**src/rtl/spi_pkg.sv**
```systemverilog
// rtl/spi_pkg.sv - shared SPI receive types and constants
package spi_pkg;

  typedef enum logic [2:0] {
    IDLE       = 3'd0,
    WAIT_LSB   = 3'd1,
    WAIT_MSB   = 3'd2,
    HAVE_FRAME = 3'd3,
    ERROR      = 3'd4
  } rx_state_t;

  localparam int SPI_CPOL   = 0;
  localparam int SPI_CPHA   = 0;
  localparam int SPI_BYTE_W = 8;

endpackage

```
**src/rtl/spi_slave_counter_rx_if.sv**
```systemverilog
// rtl/spi_slave_counter_rx_if.sv - SPI pins plus counter result bus
interface spi_slave_counter_rx_if #(
  parameter int CNT_W = 14
) ();

  logic             SCLK;
  logic             MOSI;
  logic             SS_n;
  logic             MISO;
  logic             MISO_oe;
  logic [CNT_W-1:0] count;
  logic             count_valid;
  logic             frame_err;
  logic             busy;

  modport slave (
    input  SCLK, MOSI, SS_n,
    output MISO, MISO_oe, count, count_valid, frame_err, busy
  );

  modport master (
    output SCLK, MOSI, SS_n,
    input  MISO, MISO_oe, count, count_valid, frame_err, busy
  );

endinterface

```
**src/rtl/spi_slave_shifter.sv**
```systemverilog
// rtl/spi_slave_shifter.sv - oversampling synchronizers, edge detect and byte shifter
module spi_slave_shifter
  import spi_pkg::*;
#(
  parameter int SYNC_STAGES = 2
) (
  input  logic                  clk,
  input  logic                  rst,
  input  logic                  sclk,
  input  logic                  mosi,
  input  logic                  ss_n,
  output logic                  byte_done,
  output logic [SPI_BYTE_W-1:0] rx_byte,
  output logic                  ss_fall,
  output logic                  ss_rise,
  output logic                  ss_active
);

  logic [SYNC_STAGES-1:0] sclk_sync;
  logic [SYNC_STAGES-1:0] mosi_sync;
  logic [SYNC_STAGES-1:0] ss_sync;
  logic                   sclk_d;
  logic                   ss_d;
  logic [SYNC_STAGES:0]   primed;
  logic                   armed;
  logic                   sclk_s;
  logic                   mosi_s;
  logic                   ss_s;
  logic                   sclk_rise;
  logic [2:0]             bit_cnt;
  logic [SPI_BYTE_W-1:0]  shreg;

  assign sclk_s = sclk_sync[SYNC_STAGES-1];
  assign mosi_s = mosi_sync[SYNC_STAGES-1];
  assign ss_s   = ss_sync[SYNC_STAGES-1];

  always_ff @(posedge clk or negedge rst) begin
    if (!rst) begin
      sclk_sync <= '0;
      mosi_sync <= '0;
      ss_sync   <= '1;
      sclk_d    <= 1'b0;
      ss_d      <= 1'b1;
      primed    <= '0;
      armed     <= 1'b0;
    end else begin
      sclk_sync <= {sclk_sync[SYNC_STAGES-2:0], sclk};
      mosi_sync <= {mosi_sync[SYNC_STAGES-2:0], mosi};
      ss_sync   <= {ss_sync[SYNC_STAGES-2:0], ss_n};
      sclk_d    <= sclk_s;
      ss_d      <= ss_s;
      primed    <= {primed[SYNC_STAGES-1:0], 1'b1};
      // A window already open when reset releases must not look like a new fall.
      if (primed[SYNC_STAGES] && ss_s) begin
        armed <= 1'b1;
      end
    end
  end

  assign sclk_rise = sclk_s & ~sclk_d;
  assign ss_rise   = ss_s & ~ss_d;
  assign ss_fall   = armed & ~ss_s & ss_d;
  assign ss_active = ~ss_s;

  always_ff @(posedge clk or negedge rst) begin
    if (!rst) begin
      shreg     <= '0;
      bit_cnt   <= '0;
      byte_done <= 1'b0;
    end else begin
      byte_done <= 1'b0;
      if (ss_rise || ss_fall) begin
        bit_cnt <= '0;
      end else if (sclk_rise && !ss_s) begin
        shreg   <= {shreg[SPI_BYTE_W-2:0], mosi_s};
        bit_cnt <= bit_cnt + 3'd1;
        if (bit_cnt == 3'd7) begin
          byte_done <= 1'b1;
        end
      end
    end
  end

  assign rx_byte = shreg;

endmodule

```
**src/rtl/spi_slave_counter_rx.sv**
```systemverilog
// rtl/spi_slave_counter_rx.sv - rebuilds the two-byte counter frame and range-checks it
module spi_slave_counter_rx
  import spi_pkg::*;
#(
  parameter int SYNC_STAGES = 2,
  parameter int CNT_W       = 14,
  parameter int MAX_COUNT   = 9999
) (
  input  logic                  clk,
  input  logic                  rst,
  spi_slave_counter_rx_if.slave bus
);

  localparam logic [CNT_W-1:0] MAX_V = CNT_W'(MAX_COUNT);

  logic                  byte_done;
  logic [SPI_BYTE_W-1:0] rx_byte;
  logic                  ss_fall;
  logic                  ss_rise;
  logic                  ss_active;

  rx_state_t             state_q, state_d;
  logic [SPI_BYTE_W-1:0] lsb_q, lsb_d;
  logic [SPI_BYTE_W-1:0] msb_q, msb_d;
  logic [CNT_W-1:0]      count_q, count_d;
  logic                  valid_q, valid_d;
  logic                  err_q, err_d;
  logic [CNT_W-1:0]      value;
  logic                  in_range;

  spi_slave_shifter #(
    .SYNC_STAGES (SYNC_STAGES)
  ) u_shifter (
    .clk       (clk),
    .rst       (rst),
    .sclk      (bus.SCLK),
    .mosi      (bus.MOSI),
    .ss_n      (bus.SS_n),
    .byte_done (byte_done),
    .rx_byte   (rx_byte),
    .ss_fall   (ss_fall),
    .ss_rise   (ss_rise),
    .ss_active (ss_active)
  );

  assign value    = CNT_W'({msb_q[5:0], lsb_q});
  assign in_range = (msb_q[7:6] == 2'b00) && (value <= MAX_V);

  always_ff @(posedge clk or negedge rst) begin
    if (!rst) begin
      state_q <= IDLE;
      lsb_q   <= '0;
      msb_q   <= '0;
      count_q <= '0;
      valid_q <= 1'b0;
      err_q   <= 1'b0;
    end else begin
      state_q <= state_d;
      lsb_q   <= lsb_d;
      msb_q   <= msb_d;
      count_q <= count_d;
      valid_q <= valid_d;
      err_q   <= err_d;
    end
  end

  always_comb begin
    state_d = state_q;
    lsb_d   = lsb_q;
    msb_d   = msb_q;
    count_d = count_q;
    valid_d = 1'b0;
    err_d   = 1'b0;
    // Closing the window wins over any byte finishing in the same cycle.
    if (ss_rise) begin
      state_d = IDLE;
      case (state_q)
        HAVE_FRAME: begin
          if (in_range) begin
            count_d = value;
            valid_d = 1'b1;
          end else begin
            err_d = 1'b1;
          end
        end
        WAIT_LSB, WAIT_MSB, ERROR: err_d = 1'b1;
        default: ;
      endcase
    end else begin
      case (state_q)
        IDLE: begin
          if (ss_fall) state_d = WAIT_LSB;
        end
        WAIT_LSB: begin
          if (byte_done) begin
            lsb_d   = rx_byte;
            state_d = WAIT_MSB;
          end
        end
        WAIT_MSB: begin
          if (byte_done) begin
            msb_d   = rx_byte;
            state_d = HAVE_FRAME;
          end
        end
        HAVE_FRAME: begin
          if (byte_done) state_d = ERROR;
        end
        ERROR: ;
        default: state_d = IDLE;
      endcase
    end
  end

  assign bus.MISO        = 1'b0;
  assign bus.MISO_oe     = ss_active;
  assign bus.busy        = ss_active;
  assign bus.count       = count_q;
  assign bus.count_valid = valid_q;
  assign bus.frame_err   = err_q;

endmodule

```
**src/flat_wrapper.sv**
```systemverilog
// flat-port wrapper written by rule: the top's interface ports become plain ports
module spi_slave_counter_rx_flat import spi_pkg::*;
#(
  parameter int SYNC_STAGES = 2,
  parameter int CNT_W       = 14,
  parameter int MAX_COUNT   = 9999
)
  (clk, rst, bus_SCLK, bus_MOSI, bus_SS_n, bus_MISO, bus_MISO_oe, bus_count, bus_count_valid, bus_frame_err, bus_busy);
  spi_slave_counter_rx_if #(.CNT_W(CNT_W)) bus_i ();
  input  logic clk;
  input  logic rst;
  input wire logic [$bits(bus_i.SCLK)-1:0] bus_SCLK;
  input wire logic [$bits(bus_i.MOSI)-1:0] bus_MOSI;
  input wire logic [$bits(bus_i.SS_n)-1:0] bus_SS_n;
  output wire logic [$bits(bus_i.MISO)-1:0] bus_MISO;
  output wire logic [$bits(bus_i.MISO_oe)-1:0] bus_MISO_oe;
  output wire logic [$bits(bus_i.count)-1:0] bus_count;
  output wire logic [$bits(bus_i.count_valid)-1:0] bus_count_valid;
  output wire logic [$bits(bus_i.frame_err)-1:0] bus_frame_err;
  output wire logic [$bits(bus_i.busy)-1:0] bus_busy;
  assign bus_i.SCLK = bus_SCLK;
  assign bus_i.MOSI = bus_MOSI;
  assign bus_i.SS_n = bus_SS_n;
  assign bus_MISO = bus_i.MISO;
  assign bus_MISO_oe = bus_i.MISO_oe;
  assign bus_count = bus_i.count;
  assign bus_count_valid = bus_i.count_valid;
  assign bus_frame_err = bus_i.frame_err;
  assign bus_busy = bus_i.busy;
  spi_slave_counter_rx #(.SYNC_STAGES(SYNC_STAGES), .CNT_W(CNT_W), .MAX_COUNT(MAX_COUNT)) u_core (.clk(clk), .rst(rst), .bus(bus_i));
endmodule
```
**config.mk**
```make
export PLATFORM = sky130hd
export DESIGN_NAME = spi_slave_counter_rx_flat
export DESIGN_NICKNAME = d
export VERILOG_FILES = /design/src/rtl/spi_pkg.sv /design/src/rtl/spi_slave_counter_rx_if.sv /design/src/rtl/spi_slave_shifter.sv /design/src/rtl/spi_slave_counter_rx.sv /design/src/flat_wrapper.sv
export SDC_FILE = /design/constraint.sdc
export NUM_CORES = 1
export LEC_CHECK = 0
export BUFFER_PORTS_ARGS = -buffer_cell sky130_fd_sc_hd__buf_2
export CAP_MARGIN = 30
export CORE_MARGIN = 5
export CORE_UTILIZATION = 40
export CTS_CLUSTER_SIZE = 16
export DETAILED_ROUTE_END_ITERATION = 8
export GPL_TIMING_DRIVEN = 0
export PLACE_DENSITY = 0.6
export SLEW_MARGIN = 25
export SYNTH_ARGS = -nofsm -noshare
export SYNTH_HDL_FRONTEND = slang
export SYNTH_SLANG_ARGS = --single-unit
```
**constraint.sdc**
```tcl
create_clock -name clk -period 5.45 [get_ports clk]
set_clock_uncertainty 0.15 [all_clocks]
set_input_delay 0.545 -clock clk [delete_from_list [all_inputs] [get_ports clk]]
set_output_delay 0.545 -clock clk [all_outputs]
set_load 0.005 [all_outputs]
```
# After elaboration in Yosys (flattened, before gate mapping)
# Index checks and enable logic that the tools add are counted.
[classes]
muxes = 17
n_eq_ne = 10
n_addsub = 1
order_cmp = 1
n_reduce_logical = 14
bitwise = 9
[ops]
columns = ["cell", "n"]
rows = [
  ["two-way mux 3 bit", 7],
  ["case mux 3 bit (5 select lines)", 1],
  ["<= comparator 14 bit, second input constant", 1],
  ["inequality test 3 bit, second input constant", 4],
  ["AND reduction 3 bit", 3],
  ["two-way mux 1 bit", 8],
  ["== test 3 x 2 -> 1 bit, second input constant", 2],
  ["== test 3 bit, second input constant", 2],
  ["inverter 1 bit", 5],
  ["AND reduction 5 bit", 1],
  ["bitwise AND 1 bit", 4],
  ["adder 3 x 1 -> 3 bit, second input constant", 1],
  ["== test 3 x 1 -> 1 bit, second input constant", 1],
  ["logical AND 1 bit", 3],
  ["logical NOT 3 bit", 1],
  ["OR reduction 3 bit", 1],
  ["logical NOT 2 bit", 1],
  ["inequality test 2 bit, second input constant", 1],
  ["case mux 1 bit (2 select lines)", 1],
  ["AND reduction 2 bit", 1],
  ["nonzero test 2 bit", 1],
  ["logical NOT 1 bit", 1],
  ["logical OR 1 bit", 1],
]
[word_totals]
wordCells = 68
reg_bits = 59

# Logic depth before layout (Yosys ltp)
[depth]
word_depth = 6
mapped_depth = 5
ltp_nobuf = 4

# By module
# A second synthesis with hierarchy kept.
[hier_totals]
hier_cells = 149
hier_area_um2 = 2343.5
[by_module_without_submodules]
columns = ["module", "cells_per_inst", "area_each_um2", "instances", "seq_area_each_um2"]
rows = [
  ["spi_slave_counter_rx", 98, 1497.7, 1, 875.8],
  ["spi_slave_shifter", 51, 845.8, 1, 604.3],
]

# Worst setup path after synthesis
# Ideal clock, no wire load.
[synth_timing]
path_kind = "register to register"
start = "register u_core.u_shifter.ss_d"
end = "register u_core.lsb_q[0]"
path_stages_with_launch = 5
t_required_ns = 5.175
arrival_ns = 1.703
n_path_buf = 0
path_slack_ns = 3.472
path_cell_list = "dfstp_2 nor2b_4 or3b_4 nor3b_4 mux2_2"
[synth_via]
elab_chain_len = 4
[synth_rtl]
columns = ["item", "line_no", "text"]
rows = [
  ["start, declared", "spi_slave_shifter.sv:23", "logic ss_d;"],
  ["start signal, assigned", "spi_slave_shifter.sv:51", "ss_d <= ss_s;"],
  ["inverter 1 bit", "spi_slave_shifter.sv:61", "assign ss_rise = ss_s & ~ss_d;"],
  ["bitwise AND 1 bit", "spi_slave_shifter.sv:61", ""],
  ["inverter 1 bit (no line)", "--", ""],
  ["AND reduction 3 bit (no line)", "--", ""],
  ["end signal, assigned", "spi_slave_counter_rx.sv:59", "lsb_q <= lsb_d;"],
  ["end, declared", "spi_slave_counter_rx.sv:23", "logic [SPI_BYTE_W-1:0] lsb_q, lsb_d;"],
]
# Every way passes these cells.
# A chain may end at the register's enable or synchronous reset.

# Final worst setup path
[layout_timing]
start = "register u_core.u_shifter.ss_sync[1]"
end = "register u_core.count_q[2], in the netlist u_core.bus.count[2]"
[layout_via]
elab_chain_len = 2
[layout_rtl]
columns = ["item", "line_no", "text"]
rows = [
  ["start, declared", "spi_slave_shifter.sv:21", "logic [SYNC_STAGES-1:0] ss_sync;"],
  ["start signal, assigned", "spi_slave_shifter.sv:49", "ss_sync <= {ss_sync[SYNC_STAGES-2:0], ss_n};"],
  ["bitwise AND 1 bit", "spi_slave_shifter.sv:61", ""],
  ["AND reduction 3 bit (no line)", "--", ""],
  ["end signal, assigned", "spi_slave_counter_rx.sv:61", "count_q <= count_d;"],
  ["end, declared", "spi_slave_counter_rx.sv:25", "logic [CNT_W-1:0] count_q, count_d;"],
]
# Every way passes these cells.

==> flow_summary.ini <==
[timing]
max_clk_rate_mhz = 450
setup_tns_ps = 0
timing.final.setup_violations = 0
finalCritPeriodShare_pct = 40.8
slew_worst_pin_ps = 717
fin_crit_ps = 2220
report.final.hold_viol_count = 0
finalMaxSlewViolations = 0
worst_slew_margin_rel_pct = 52.2
grt_setup_unrepaired = false

[global_routing]
grt_max_degree = 60
initial_antenna_violation_count = 0
grt_overall_usage_pct = 11.8
overflow = 0
via_count_of_the_first_global_routing_pass = 1281
grt_first_pass_wirelength_um = 6350

[place]
gp_congestion = 0.711
detailedPlacementHpwl_um = 2490
placement.io_buffers = 22

[critical_path]
r2r_cells = 5
worstPathArrival_ps = 2270
timing.reg2reg.setup_slack_ps = 3230
crit_path_end_kind = register
critPathLaunchType = register
critical_path.reg2reg.endpoint = u_core.bus.count[2]
path_class = register to register
reg2reg_from = u_core.u_shifter.ss_sync[1]
critPathRequiredTime_ps = 5500
path_max_fanout = 10

[min_path]
timing.hold.worst.class = primary input to async pin

[clock_tree]
postCtsResizedCells = 0
deepest_level_of_the_cts_h_tree = 3
cts-buffers-inserted = 9
cts_post_setup_buffers_inserted = 0
insertion_delay_ps = 320
tritoncts = yes
cts_sinks = 59
clk_root_buffer_cell = clkbuf_8
clk_transition_reported_paths_ps = 60
postCtsHoldBufs = 0
clock_tree_buffer_depth = 2

[route]
overall_via_count_from_detail_route = 1212
detail_route.wl_per_cell_um = 14.0
post_drt_via_cell_ratio = 4.73
postRouteAntennaNets = 0
dr_pass1_iterations = 4
wirelength_um = 3580
detail_route.iter0.violations = 52
detail_route.drc_violations = 0

[layout]
layout.nets = 186
diodes = 0
multi_input_comb_area_um2 = 728
area_growth_syn_to_layout_pct = 18.6
drive_above_1_share_pct = 48.4
filler_cell_count = 506
area.sequential_mm2 = 0.00148

[synth]
synth.cell_area_mm2 = 0.00225
ys_async_sr_fraction_pct = 100
synth_cell_types = 31
ys_seq_area_share_pct = 65.7
synth.ff_latch_count = 59
synthesis.nets = 153
synth_largest_area_cell = dfrtp_1
synth.top_cell.area_share_pct = 62.2
synth_top_cells_by_area = dfrtp_1 62%, mux2_2 20%, dfstp_2 3.5%
postSynth.topFlopCell = dfrtp_1
synthMostInstantiatedCell = dfrtp_1
synth.yosys.warnings = 0
synth_area_per_cell_um2 = 15.4
synthesis.instances = 146
post_synth_most_frequent_cells = 56 x dfrtp_1, 39 x mux2_2, 4 x a21oi_1, 4 x nand2_1, 4 x nor2_1
synth_enable_flop_cells = 0

[power]
p_total_uw = 942
power.leakage_nw = 1.35
power_density_mw_per_mm2 = 352
ir_drop_mv = 0.154

[floorplan]
floorplan.die_area_mm2 = 0.00723
die-width_um = 85.0
rows = 27
core_mm2 = 0.00547
initial_core_util_pct = 41.2
die-height_um = 85.0
io-pin-count = 24

[status]
outcome = complete, no violations

[job]
max-cap-violations = 0
flip-flops by register name (all words and copies together) (netlist names):
register	flops
u_core.bus.count	14
u_core.bus.count_valid	1
u_core.bus.frame_err	1
u_core.lsb_q	8
u_core.msb_q	8
u_core.state_q	3
u_core.u_shifter.armed	1
u_core.u_shifter.bit_cnt	3
u_core.u_shifter.byte_done	1
u_core.u_shifter.mosi_sync	2
u_core.u_shifter.primed	3
u_core.u_shifter.rx_byte	8
u_core.u_shifter.sclk_d	1
u_core.u_shifter.sclk_sync	2
u_core.u_shifter.ss_d	1
u_core.u_shifter.ss_sync	2
report_power, final:
part	internal (mW)	switching (mW)	total (mW)	leakage [nW]
logic	0.0216	0.0208	0.0424	0.462
registers	0.462	0.0220	0.484	0.780
clock network	0.262	0.154	0.415	0.110
total	0.745	0.197	0.942	1.35
critical path: stages (launching register included):
cell and delay (ps):
dfstp_2 580, nor2b_4 230, nand3b_1 120, nor3_2 370
buf_4 290, mux2_2 360
worst max path at each step:
stage,from,end,slack [ps],cells after the start
final,u_core.u_shifter.ss_sync[1],u_core.bus.count[2],3230,5
after global routing,u_core.u_shifter.ss_sync[1],u_core.bus.count[2],3080,5
after CTS,u_core.u_shifter.ss_sync[1],u_core.bus.count[2],3210,5
after detailed placement,u_core.u_shifter.ss_sync[1],u_core.bus.count[2],3220,5
after global placement,u_core.u_shifter.ss_sync[1],u_core.bus.count[3],3270,5
after floorplan,u_core.u_shifter.ss_d,u_core.lsb_q[0],3470,4
routing by layer:
metal / vias up / GRT usage [%] / routed length (um)
met5: - / 0 / 0
met2: 19 / 17.4 / 1750
li1: 576 / - / -
met1: 611 / 14.0 / 1580
met3: 6 / 5.92 / 175
met4: 0 / 6.04 / 69
kinds of logic after synthesis:
family | count (synthesis) | synth area share [%]
AO/OA/AOI/OAI | 11 | 3.22
AND/OR/NAND/NOR | 23 | 7.39
XOR/XNOR | 2 | 0.778
buffers and inverters | 8 | 1.94
multiplexers | 39 | 19.5
flip-flops | 59 | 65.7
adder cells (fa/ha/maj) | 2 | 1.11
other | 2 | 0.333
cell type report:
cell class / instances / area share (%)
inverter: 1 / 0.141
tap: 72 / 3.37
timing repair buffer: 22 / 4.22
multi-input combinational: 79 / 27.3
sequential: 59 / 55.4
clock buffer: 15 / 6.98
buffer: 7 / 1.50
clock inverter: 1 / 1.12
layout by cell type (no fill, tap or decap), drive strengths merged, types with 2 or more instances in the layout:
cell type	instances
dfrtp	56
mux2	39
buf	27
clkbuf	17
nor2	4
a21oi	4
nand2	4
dfstp	3
nor3	3
nor3b	3
o21ai	2
xor2	2
a22o	2
ha	2
conb	2
per-stage QoR:
stage,utilization (%),std cells,cell area [um2],setup WS (ps),hold slack (ps)
floorplan,-,146,2250,3470,99.4
global placement,44.8,240,2450,3270,181
detailed placement,44.9,240,2450,3220,189
CTS,48.8,256,2670,3210,139
global route,48.8,256,2670,3080,132
finish,48.8,256,2670,3230,128
Note: power is estimated with default switching activity, not from simulation.
